## src/rtl/ysyx_25030085_ifu_pkg.sv

```systemverilog
// Shared fetch-unit definitions: FSM encoding, error codes, NOP word, reset PC.
// No logic here; the package is imported by the IFU.
// Error codes are what the core sees on inst_err.
package ysyx_25030085_pkg;

  typedef enum logic [1:0] {
    S_IDLE = 2'd0,
    S_REQ  = 2'd1,
    S_WAIT = 2'd2,
    S_OUT  = 2'd3
  } ifu_state_e;

  localparam logic [1:0]  IFU_ERR_OK       = 2'b00;
  localparam logic [1:0]  IFU_ERR_MISALIGN = 2'b01;
  localparam logic [1:0]  IFU_ERR_BUS      = 2'b10;
  localparam logic [1:0]  IFU_ERR_TIMEOUT  = 2'b11;

  localparam logic [31:0] IFU_NOP          = 32'h0000_0013;
  localparam logic [31:0] IFU_RESET_PC     = 32'h8000_0000;

endpackage

```

## src/rtl/ysyx_25030085_ifu.sv

```systemverilog
// Instruction fetch: one outstanding valid/ready memory request, registered inst/PC/err to the core.
// Latency: request accepted at T, response at T+1, inst_valid at T+2 (one instruction per 3 cycles best case).
// Backpressure: req held until req_ready; inst held until inst_ready; resp always taken while waiting.
module ysyx_25030085_ifu
  import ysyx_25030085_pkg::*;
#(
  parameter logic [31:0] RESET_PC = IFU_RESET_PC,
  parameter int          TIMEOUT  = 255,
  parameter int          CNT_W    = 32
) (
  input  logic             clk,
  input  logic             rst,
  output logic             req_valid,
  output logic [31:0]      req_addr,
  input  logic             req_ready,
  input  logic             resp_valid,
  input  logic [31:0]      resp_data,
  input  logic             resp_err,
  output logic             inst_valid,
  output logic [31:0]      inst,
  output logic [31:0]      inst_pc,
  output logic [1:0]       inst_err,
  input  logic             inst_ready,
  input  logic [31:0]      next_pc,
  output logic [CNT_W-1:0] fetch_cnt
);

  localparam logic [15:0] TMO_LAST = 16'(TIMEOUT - 1);

  ifu_state_e       r_state;
  logic [31:0]      r_fetch_pc;
  logic             r_req_valid;
  logic             r_inst_valid;
  logic [31:0]      r_inst;
  logic [31:0]      r_inst_pc;
  logic [1:0]       r_inst_err;
  logic [CNT_W-1:0] r_fetch_cnt;
  logic [15:0]      r_timer;

  logic w_req_fire;
  logic w_inst_fire;
  logic w_timeout;
  logic w_next_mis;

  assign w_req_fire  = r_req_valid & req_ready;
  assign w_inst_fire = r_inst_valid & inst_ready;
  assign w_timeout   = (r_timer == TMO_LAST);
  assign w_next_mis  = (next_pc[1:0] != 2'b00);

  always_ff @(posedge clk or negedge rst) begin
    if (!rst) begin
      r_state      <= S_IDLE;
      r_fetch_pc   <= RESET_PC;
      r_req_valid  <= 1'b0;
      r_inst_valid <= 1'b0;
      r_inst       <= IFU_NOP;
      r_inst_pc    <= RESET_PC;
      r_inst_err   <= IFU_ERR_OK;
      r_fetch_cnt  <= '0;
      r_timer      <= '0;
    end else begin
      case (r_state)
        S_IDLE: begin
          if (r_fetch_pc[1:0] != 2'b00) begin
            r_state      <= S_OUT;
            r_inst_valid <= 1'b1;
            r_inst       <= IFU_NOP;
            r_inst_pc    <= r_fetch_pc;
            r_inst_err   <= IFU_ERR_MISALIGN;
          end else begin
            r_state     <= S_REQ;
            r_req_valid <= 1'b1;
          end
        end
        S_REQ: begin
          if (w_req_fire) begin
            r_state     <= S_WAIT;
            r_req_valid <= 1'b0;
            r_timer     <= '0;
          end
        end
        S_WAIT: begin
          r_timer <= r_timer + 16'd1;
          // A response in the same cycle as the timeout still wins.
          if (resp_valid) begin
            r_state      <= S_OUT;
            r_inst_valid <= 1'b1;
            r_inst       <= resp_data;
            r_inst_pc    <= r_fetch_pc;
            r_inst_err   <= resp_err ? IFU_ERR_BUS : IFU_ERR_OK;
          end else if (w_timeout) begin
            r_state      <= S_OUT;
            r_inst_valid <= 1'b1;
            r_inst       <= IFU_NOP;
            r_inst_pc    <= r_fetch_pc;
            r_inst_err   <= IFU_ERR_TIMEOUT;
          end
        end
        S_OUT: begin
          if (w_inst_fire) begin
            r_fetch_cnt <= r_fetch_cnt + CNT_W'(1);
            r_fetch_pc  <= next_pc;
            // Misaligned targets never reach the bus; the error entry is presented directly.
            if (w_next_mis) begin
              r_inst     <= IFU_NOP;
              r_inst_pc  <= next_pc;
              r_inst_err <= IFU_ERR_MISALIGN;
            end else begin
              r_state      <= S_REQ;
              r_inst_valid <= 1'b0;
              r_req_valid  <= 1'b1;
            end
          end
        end
        default: r_state <= S_IDLE;
      endcase
    end
  end

  assign req_valid  = r_req_valid;
  assign req_addr   = r_fetch_pc;
  assign inst_valid = r_inst_valid;
  assign inst       = r_inst;
  assign inst_pc    = r_inst_pc;
  assign inst_err   = r_inst_err;
  assign fetch_cnt  = r_fetch_cnt;

endmodule
```

## config.mk

```make
export PLATFORM = sky130hd
export DESIGN_NAME = ysyx_25030085_ifu
export DESIGN_NICKNAME = d
export VERILOG_FILES = /design/src/rtl/ysyx_25030085_ifu_pkg.sv /design/src/rtl/ysyx_25030085_ifu.sv
export SDC_FILE = /design/constraint.sdc
export NUM_CORES = 1
export LEC_CHECK = 0
export CAP_MARGIN = 20
export CORE_ASPECT_RATIO = 0.9
export CORE_MARGIN = 5
export CORE_UTILIZATION = 51
export CTS_CLUSTER_DIAMETER = 120
export DETAILED_ROUTE_END_ITERATION = 7
export PLACE_DENSITY = 0.88
export SLEW_MARGIN = 15
export SYNTH_ARGS = -nofsm -noshare
export SYNTH_HDL_FRONTEND = slang
export SYNTH_SLANG_ARGS = --single-unit
```

## constraint.sdc

```tcl
create_clock -name clk -period 6.9 [get_ports clk]
set_clock_uncertainty 0.05 [all_clocks]
set_input_delay 1.035 -clock clk [delete_from_list [all_inputs] [get_ports clk]]
set_output_delay 1.035 -clock clk [all_outputs]
set_load 0.02 [all_outputs]
```

# After elaboration in Yosys (flattened, before gate mapping)
# Cells that the tools add are included.
[classes] n_addsub=2 n_eq_ne=11 n_mux=38 n_bitwise=2 reduce_logical=12
[ops] cell="two-way mux 32 bit" n=10
[ops] cell="one-hot mux 32 bit (3 select lines)" n=2
[ops] cell="adder 32 x 1 -> 32 bit (second input constant)" n=1
[ops] cell="one-hot mux 16 bit (2 select lines)" n=1
[ops] cell="two-way mux 2 bit" n=11
[ops] cell="adder 16 x 1 -> 16 bit (second input constant)" n=1
[ops] cell="equality test 16 x 8 -> 1 bit (second input constant)" n=1
[ops] cell="two-way mux 16 bit" n=1
[ops] cell="AND reduction 5 bit" n=3
[ops] cell="!= test 2 bit (second input constant)" n=6
[ops] cell="two-way mux 1 bit" n=9
[ops] cell="one-hot mux 2 bit (4 select lines)" n=1
[ops] cell="one-hot mux 1 bit (3 select lines)" n=2
[ops] cell="one-hot mux 2 bit (3 select lines)" n=1
[ops] cell="nonzero test 2 bit" n=3
[ops] cell="nonzero test 3 bit" n=2
[ops] cell="equality test 2 bit (second input constant)" n=2
[ops] cell="AND reduction 2 bit" n=2
[ops] cell="AND reduction 4 bit" n=1
[ops] cell="!= test 3 bit (second input constant)" n=1
[ops] cell="bitwise AND 1 bit" n=2
[ops] cell="equality test 2 x 1 -> 1 bit (second input constant)" n=1
[ops] cell="zero test 2 bit" n=1
[totals] reg_bits=150 in_bits=70 output_inout_bits=132

# Longest topological paths before layout
# Gate-level depths: netlist (run 1).
[depth] depth_word=4 depth_mapped=8

# Worst setup path after synthesis (run 1)
# Ideal clock, no wire load.
[synth_path] path_type="input to register" startpoint="in inst_ready" endpoint="reg r_inst_pc[10] (netlist: inst_pc[10])" setup_time_ns=0.127 arrival_ns=2.401 setup_slack_ns=4.322 path_stages=6 n_path_buf=2 cell_sequence="nand2_1 a2111oi_2 o21a_1 buf_6 buf_6 mux2_1"
[synth_via] elab_chain_cells=3
[synth_rtl] element="from (decl)" line="ysyx_25030085_ifu.sv:23" text="input logic inst_ready,"
[synth_rtl] element="bitwise AND 1 bit" line="ysyx_25030085_ifu.sv:46" text="assign w_inst_fire = r_inst_valid & inst_ready;"
[synth_rtl] element="!= test 2 bit (no source line)"
[synth_rtl] element="AND reduction 5 bit (no source line)"
[synth_rtl] element="to (signal assigned)" line="ysyx_25030085_ifu.sv:68" text="r_inst_pc <= r_fetch_pc;"
[synth_rtl] element="to (signal assigned)" line="ysyx_25030085_ifu.sv:89" text="r_inst_pc <= r_fetch_pc;"
[synth_rtl] element="to (signal assigned)" line="ysyx_25030085_ifu.sv:95" text="r_inst_pc <= r_fetch_pc;"
[synth_rtl] element="to (decl)" line="ysyx_25030085_ifu.sv:35" text="logic [31:0] r_inst_pc;"
# Every way passes these cells.
# A chain may end at the register's enable or synchronous reset.

# Worst setup path after layout (run 1)
[layout_path] startpoint="in inst_ready" endpoint="reg r_inst_pc[1] (netlist: inst_pc[1])"
# The elaborated chain is that of the path after synthesis.

==> metrics, run 1 <==
Rows 39; Switching Power roughly 1.5 mW; FFs w/ async S/R, synth between 90% and 100%; Vias a little under 5k; fin worst setup slack 3.377 ns; Clock Latency Late Sink 0.42 ns; die area around 15000 um2; Overall Global Routing Usage between 20% and 30%; #FFs+latches synth 150; via density per instance 5.545; fmax roughly 280 MHz; Logic pwr share 45.3%; top cell type by total area after synthesis dfrtp_1; startpoint types primary input; Nets between 700 and 800; largest net degree at the start of global routing about 90; die width 130.6 um; root buffer cell clkbuf_16; Final Cell Area approximately 9400 um2; WP buf/inv 2; critical path class in -> reg; Final ANT Viol Nets 0; # Post-CTS Setup Buffers 0; TritonCTS Sinks 150; Warnings, synthesis 0; CP endpoint kind flop; Mapped Cells 510; Initial Utilization 52.39%; Mapped Area 6673 um2; WP data arrival 3.78 ns; CTS buffer count 17; Post-Place Setup Slack between 3 and 4 ns; vias in the first global route 5388; cts repair resizes 0; Syn Nets 590; most common cell in the netlist dfrtp_1; Final Hold Fails 0; Post-Route WL around 17 mm; wl on met1 6.293 mm; Final Slew Violations 0; Leak 3.958 nW; Sequential Power Share about a third; critical path cell sequence clkdlybuf4s50_1 > nand2_1 > a2111oi_2 > o21a_1 > buf_4 > mux2_2; worst hold margin between 0.4 and 0.5 ns; largest stage delay on the critical path approximately 0.7 ns; max_cap viols 0; CTS tree done; outcome finished, final reports clean; hold_buf cts 0; prevailing post-synth register cell dfrtp_1; WL/cell ~19 um; RSZ-0062 raised after global routing false; Post-synth EDFFs 0; Data required, critical path 7.15 ns; Final setup viols 0; sequential-to-total area share from yosys stat between 50% and 60%; Max FO, Critical Path 25; Unique masters post-synth 50; H-tree depth 4; Synth area leaders dfrtp_1 (54%), mux2_2 (12%), mux2_1 (4.2%); setup TNS 0 ns; worst-path cell with the longest stage delay a2111oi_2; core area between 10000 and 15000 um2; Area Growth Syn to Fin 41.50%; top sig layer met4; grt total ovfl 0; # diodes 0; IO Count 202; max_slew headroom a little over a quarter; Pwr Total between 4 and 5 mW; clock-pin slew of the registers on the worst-case setup and hold paths ~0.060 ns; GP Congestion 0.8778; post-synth top area share between 50% and 60%; multi-input logic area 2753 um2; DRC errors left 0; Die Y between 100 and 150 um; Placed Cells 855; most frequent cells after synthesis dfrtp_1 (145), mux2_2 (73), a22o_1 (32), xnor2_1 (31), mux2_1 (25); DRT iter0 DRCs a little over 200; sw frac a little over a third; register area between 3000 and 4000 um2; Slew @ Worst Pin between 1 and 1.5 ns; Period minus WS final 3.523 ns; met2 WL approximately 8.4 mm; layout cell share with drive strength beyond 1 approximately 17%; Clock power frac ~22%; CTS Buffer Depth 2; period utilisation layout between 50% and 60%; top cell family by delay on the critical path compound AO/OA/AOI/OAI gates; routed length on met3 1.895 mm; pwr dens 456.2 nW/um2; filler cell count 840; initial antenna violation count 0; IO buf count about 200; Pint between 2 and 3 mW; first-pass GRT wire length between 20 and 30 mm; DP Area about 8800 um2; Tightest Hold Check Type reg -> reg; syn avg cell area ~13 um2; Pre-Repair DR Iteration Count 4; fin cells ~900; Max VDD drop just under 0.4 mV; Final Core Density between 70% and 80%; HPWL after DPL 12.06 mm
power groups by stage:
| stage | Sequential (mW) | Clock (mW) | Combinational [mW] |
|---|---|---|---|
| after global placement | 1.38 | 0 | 1.89 |
| after global routing | 1.44 | 1.02 | 2.09 |
| after CTS | 1.40 | 0.981 | 1.97 |
| after detailed placement | 1.40 | 0 | 1.95 |
| after floorplan | 1.71 | 0 | 0.859 |
| final | 1.39 | 0.961 | 1.95 |
layout make-up:
class | instances | share of cell area, %
Clock inverter | 11 | 1.524
Tap cell | 164 | 2.173
Clock buffer | 21 | 5.089
Timing Repair Buffer | 207 | 21.92
Inverter | 8 | 0.3180
Sequential cell | 150 | 39.82
Multi-Input combinational cell | 327 | 29.15
layer usage:
metal / vias up / GRT usage [%]
li1: 2260 / -
met1: 2454 / 24.84
met2: 181 / 37.47
met3: 29 / 11.10
met4: 0 / 7.455
met5: - / 0
flip-flops by register name (all words and copies together) (netlist names):
register / flops
fetch_cnt: 32
inst: 32
inst_pc: 32
req_addr: 32
r_timer: 16
inst_err: 2
r_state: 2
inst_valid: 1
req_valid: 1
placed cells by master (no fill, tap or decap), types with 3 or more instances in the layout:
| cell type | netlist | layout |
|---|---|---|
| nor2_1 | 12 | 12 |
| clkbuf_8 | 0 | 4 |
| a21oi_1 | 6 | 6 |
| buf_4 | 0 | 4 |
| bufinv_16 | 0 | 3 |
| mux2_2 | 73 | 73 |
| dfrtp_1 | 145 | 145 |
| nand2_1 | 24 | 24 |
| nand3_1 | 16 | 16 |
| clkbuf_16 | 0 | 17 |
| clkdlybuf4s50_1 | 0 | 200 |
| and2_1 | 4 | 4 |
| xor2_1 | 4 | 4 |
| clkinv_2 | 0 | 4 |
| dfstp_2 | 5 | 5 |
| xnor2_1 | 31 | 31 |
| or2_2 | 3 | 3 |
| mux2_1 | 25 | 25 |
| and3_1 | 8 | 8 |
| inv_1 | 8 | 8 |
| a211oi_1 | 3 | 3 |
| o22a_1 | 3 | 3 |
| nand4b_1 | 3 | 3 |
| nor3_1 | 4 | 4 |
| ha_1 | 10 | 9 |
| a22o_1 | 32 | 32 |
| or3_1 | 4 | 4 |
| mux2i_1 | 4 | 4 |
| o21ai_0 | 12 | 12 |
| nand4_1 | 17 | 17 |
cells by family after synthesis:
logic type / after synthesis / synth area share [%]
xor gates and xnor gates: 35 / 4.594
and+or+nand+nor: 108 / 9.057
AOI/OAI and AO/OA: 72 / 8.382
adders and majority gates: 10 / 1.875
DFF: 150 / 56.35
buffers and inverters: 33 / 2.606
muxes: 102 / 17.14
final timing paths:
kind	to	slack (ns)	start	depth (start not counted)
max	inst_pc[1]	3.38	inst_ready	6
min	fetch_cnt[31]	0.42	fetch_cnt[31]	1
max reg2reg	inst_pc[1]	3.48	r_state[0]	6
min reg2reg	fetch_cnt[31]	0.42	fetch_cnt[31]	1
max in group asynchronous	r_timer[12]	5.06	rst	2
min in group asynchronous	req_addr[25]	0.54	rst	1
No activity file was read; power rests on OpenSTA's default activity.
==> run 2: changes to the inputs <==
--- a/config.mk
+++ b/config.mk
@@ -8,10 +8,10 @@
 export CAP_MARGIN = 20
 export CORE_ASPECT_RATIO = 0.9
 export CORE_MARGIN = 5
-export CORE_UTILIZATION = 51
+export CORE_UTILIZATION = 43
 export CTS_CLUSTER_DIAMETER = 120
 export DETAILED_ROUTE_END_ITERATION = 7
-export PLACE_DENSITY = 0.88
+export PLACE_DENSITY = 0.79
 export SLEW_MARGIN = 15
 export SYNTH_ARGS = -nofsm -noshare
 export SYNTH_HDL_FRONTEND = slang
==> constraint.sdc (replaced) <==
create_clock -name clk -period 2.85 [get_ports clk]
set_clock_uncertainty 0.05 [all_clocks]
set_input_delay 0.4275 -clock clk [delete_from_list [all_inputs] [get_ports clk]]
set_output_delay 0.4275 -clock clk [all_outputs]
set_load 0.02 [all_outputs]
==> run 2 against run 1 <==
Compared with the run above:
- non-clock buffer count grew 7
- worst hold slack lost 0.41 ns
- clock-buffer cell count grew 2
- utilization shrank 12 points
==> metrics, run 2 (synthesized netlist as in run 1, its figures left out) <==
WP data arrival 2.69 ns (was 3.78 ns); core area 15330 um2 (was 12740 um2); largest stage delay on the critical path 0.51 ns (was 0.70 ns); clock-pin slew of the registers on the worst-case setup and hold paths 0.06 ns (about the same); layout cell share with drive strength beyond 1 17.78% (was 17.40%); H-tree depth 4 (unchanged); worst-path cell with the longest stage delay or4_1 (was a2111oi_2); setup TNS 0 ns (unchanged); via density per instance 5.322 (was 5.545); worst hold margin 0.01003 ns (was 0.4210 ns); Initial Utilization 43.52% (was 52.39%); fmax about 420 MHz; Slew @ Worst Pin 0.7552 ns (was 1.060 ns); reg-to-reg critical path endpoint r_timer[14] (was inst_pc[1]); root buffer cell clkbuf_16 (unchanged); filler cell count 1179 (was 840); period utilisation layout 84.37%; Clock Latency Late Sink 0.41 ns (was 0.42 ns); FF-to-FF Start r_state[0] (unchanged); TritonCTS Sinks 150 (unchanged); CP endpoint kind flop (unchanged); WL/cell 18.09 um (was 19.08 um); multi-input logic area 2754 um2 (was 2753 um2); HPWL after DPL 12.15 mm (was 12.06 mm); outcome finished, final reports clean (unchanged); Reg2Reg Depth 6 (unchanged); initial antenna violation count 0 (unchanged); Area Growth Syn to Fin 43.47% (was 41.50%); CTS Buffer Depth 2 (unchanged); vias in the first global route 5332 (was 5388); register area 3760 um2 (unchanged); Leak 4.000 nW (was 3.958 nW); Tightest Hold Check Type in -> async (was reg -> reg); # diodes 0 (unchanged); Final Hold Fails 0 (unchanged); Final setup viols 0 (unchanged); largest net degree at the start of global routing 79 (was 88); WP buf/inv 1 (was 2); worst reg2reg setup slack 0.45 ns (was 3.48 ns); Max VDD drop 0.7517 mV (was 0.3933 mV); Period minus WS final between 2 and 2.5 ns; Die Y 128.2 um (was 118.5 um); # Post-CTS Setup Buffers 0 (unchanged); Max FO, Critical Path 12 (was 25); critical path class reg -> reg (was in -> reg); Pre-Repair DR Iteration Count 4 (unchanged); commonest non-fill, non-tap cell in the layout clkdlybuf4s50_1 (unchanged); GP Congestion 0.8316 (was 0.8778); Final ANT Viol Nets 0 (unchanged); max_slew headroom 49.46% (was 27.49%); die width 141.3 um (was 130.6 um); Data required, critical path 3.13 ns (was 7.15 ns); first-pass GRT wire length 27.71 mm (was 27.37 mm); pwr dens 1107 nW/um2 (was 456.2 nW/um2); RSZ-0062 raised after global routing false (unchanged); grt total ovfl 0 (unchanged); Rows 43 (was 39); Nets 798 (was 791); die area 18110 um2 (was 15470 um2); IO buf count 201 (unchanged); CTS tree done (unchanged); max_cap viols 0 (unchanged); DRT iter0 DRCs 210 (was 202); Post-Route WL 16.88 mm (was 16.94 mm); critical path cell sequence inv_1 > ha_1 > nand2b_1 > a21bo_2 > or4_1 > a21oi_1 (was clkdlybuf4s50_1 > nand2_1 > a2111oi_2 > o21a_1 > buf_4 > mux2_2); top cell family by delay on the critical path simple AND/OR/NAND/NOR gates (was compound AO/OA/AOI/OAI gates); hold_buf cts 0 (unchanged); startpoint types flop (was primary input); Final Core Density 62.43% (was 74.13%); Vias 4965 (was 4924); Final Slew Violations 0 (unchanged); IO Count 202 (unchanged); commonest cells after routing, fill and taps aside clkdlybuf4s50_1 (200), dfrtp_1 (145), mux2_2 (73) (unchanged); Overall Global Routing Usage 19.19% (was 22.43%); CTS buffer count 17 (unchanged); cts repair resizes 0 (unchanged); DRC errors left 0 (unchanged)
## run 2: where the power goes
group / total, mW / internal, mW / switching [mW] / leakage (nW)
logic: 4.76 / 2.47 / 2.30 / 1.78
registers: 3.40 / 2.88 / 0.521 / 1.91
clock network: 2.44 / 1.60 / 0.839 / 0.311
## run 2: worst max-delay path by stage
| stage | start | end | slack [ns] | depth (start not counted) |
|---|---|---|---|---|
| 3_5_place_dp | r_state[0] | inst[5] | 0.25 | 5 |
| 3_3_place_gp | r_state[0] | inst[22] | 0.37 | 5 |
| 4_1_cts | r_state[0] | inst[5] | 0.22 | 5 |
| 2_1_floorplan | r_timer[9] | inst_pc[10] | 0.63 | 7 |
| 5_1_grt | r_state[0] | r_timer[11] | 0.22 | 7 |
| 6_report | r_state[0] | r_timer[14] | 0.45 | 6 |
## run 2: layout make-up
class,count,share of cell area [%]
Clock buffer,23,4.888
Sequential cell,150,39.28
Clock inverter,9,1.804
Tap cell,202,2.640
Multi-Input combinational cell,327,28.77
Timing Repair Buffer,214,22.31
Inverter,8,0.3137
## run 2: per-layer routing
metal | wire [um] | up-vias | GRT usage, %
li1 | - | 2273 | -
met1 | 7052 | 2499 | 23.49
met2 | 8070 | 176 | 31.33
met3 | 1563 | 17 | 8.057
met4 | 193 | 0 | 5.299
met5 | 0 | - | 0
## run 2: per-stage QoR
step	cells	power (mW)	instance area, um2	setup WS, ns
floorplan	510	6.211	6673	0.6349
global placement	901	8.040	8925	0.3660
detailed placement	901	8.202	8925	0.2456
CTS	933	10.70	9565	0.2248
global route	933	11.19	9573	0.2247
finish	933	10.60	9573	0.4454
## run 2: worst reg2reg max path: stages (launching register included)
cell and delay (ns):
dfrtp_1 0.42, inv_1 0.17, ha_1 0.42, nand2b_1 0.26, a21bo_2 0.32, or4_1 0.51, a21oi_1 0.16
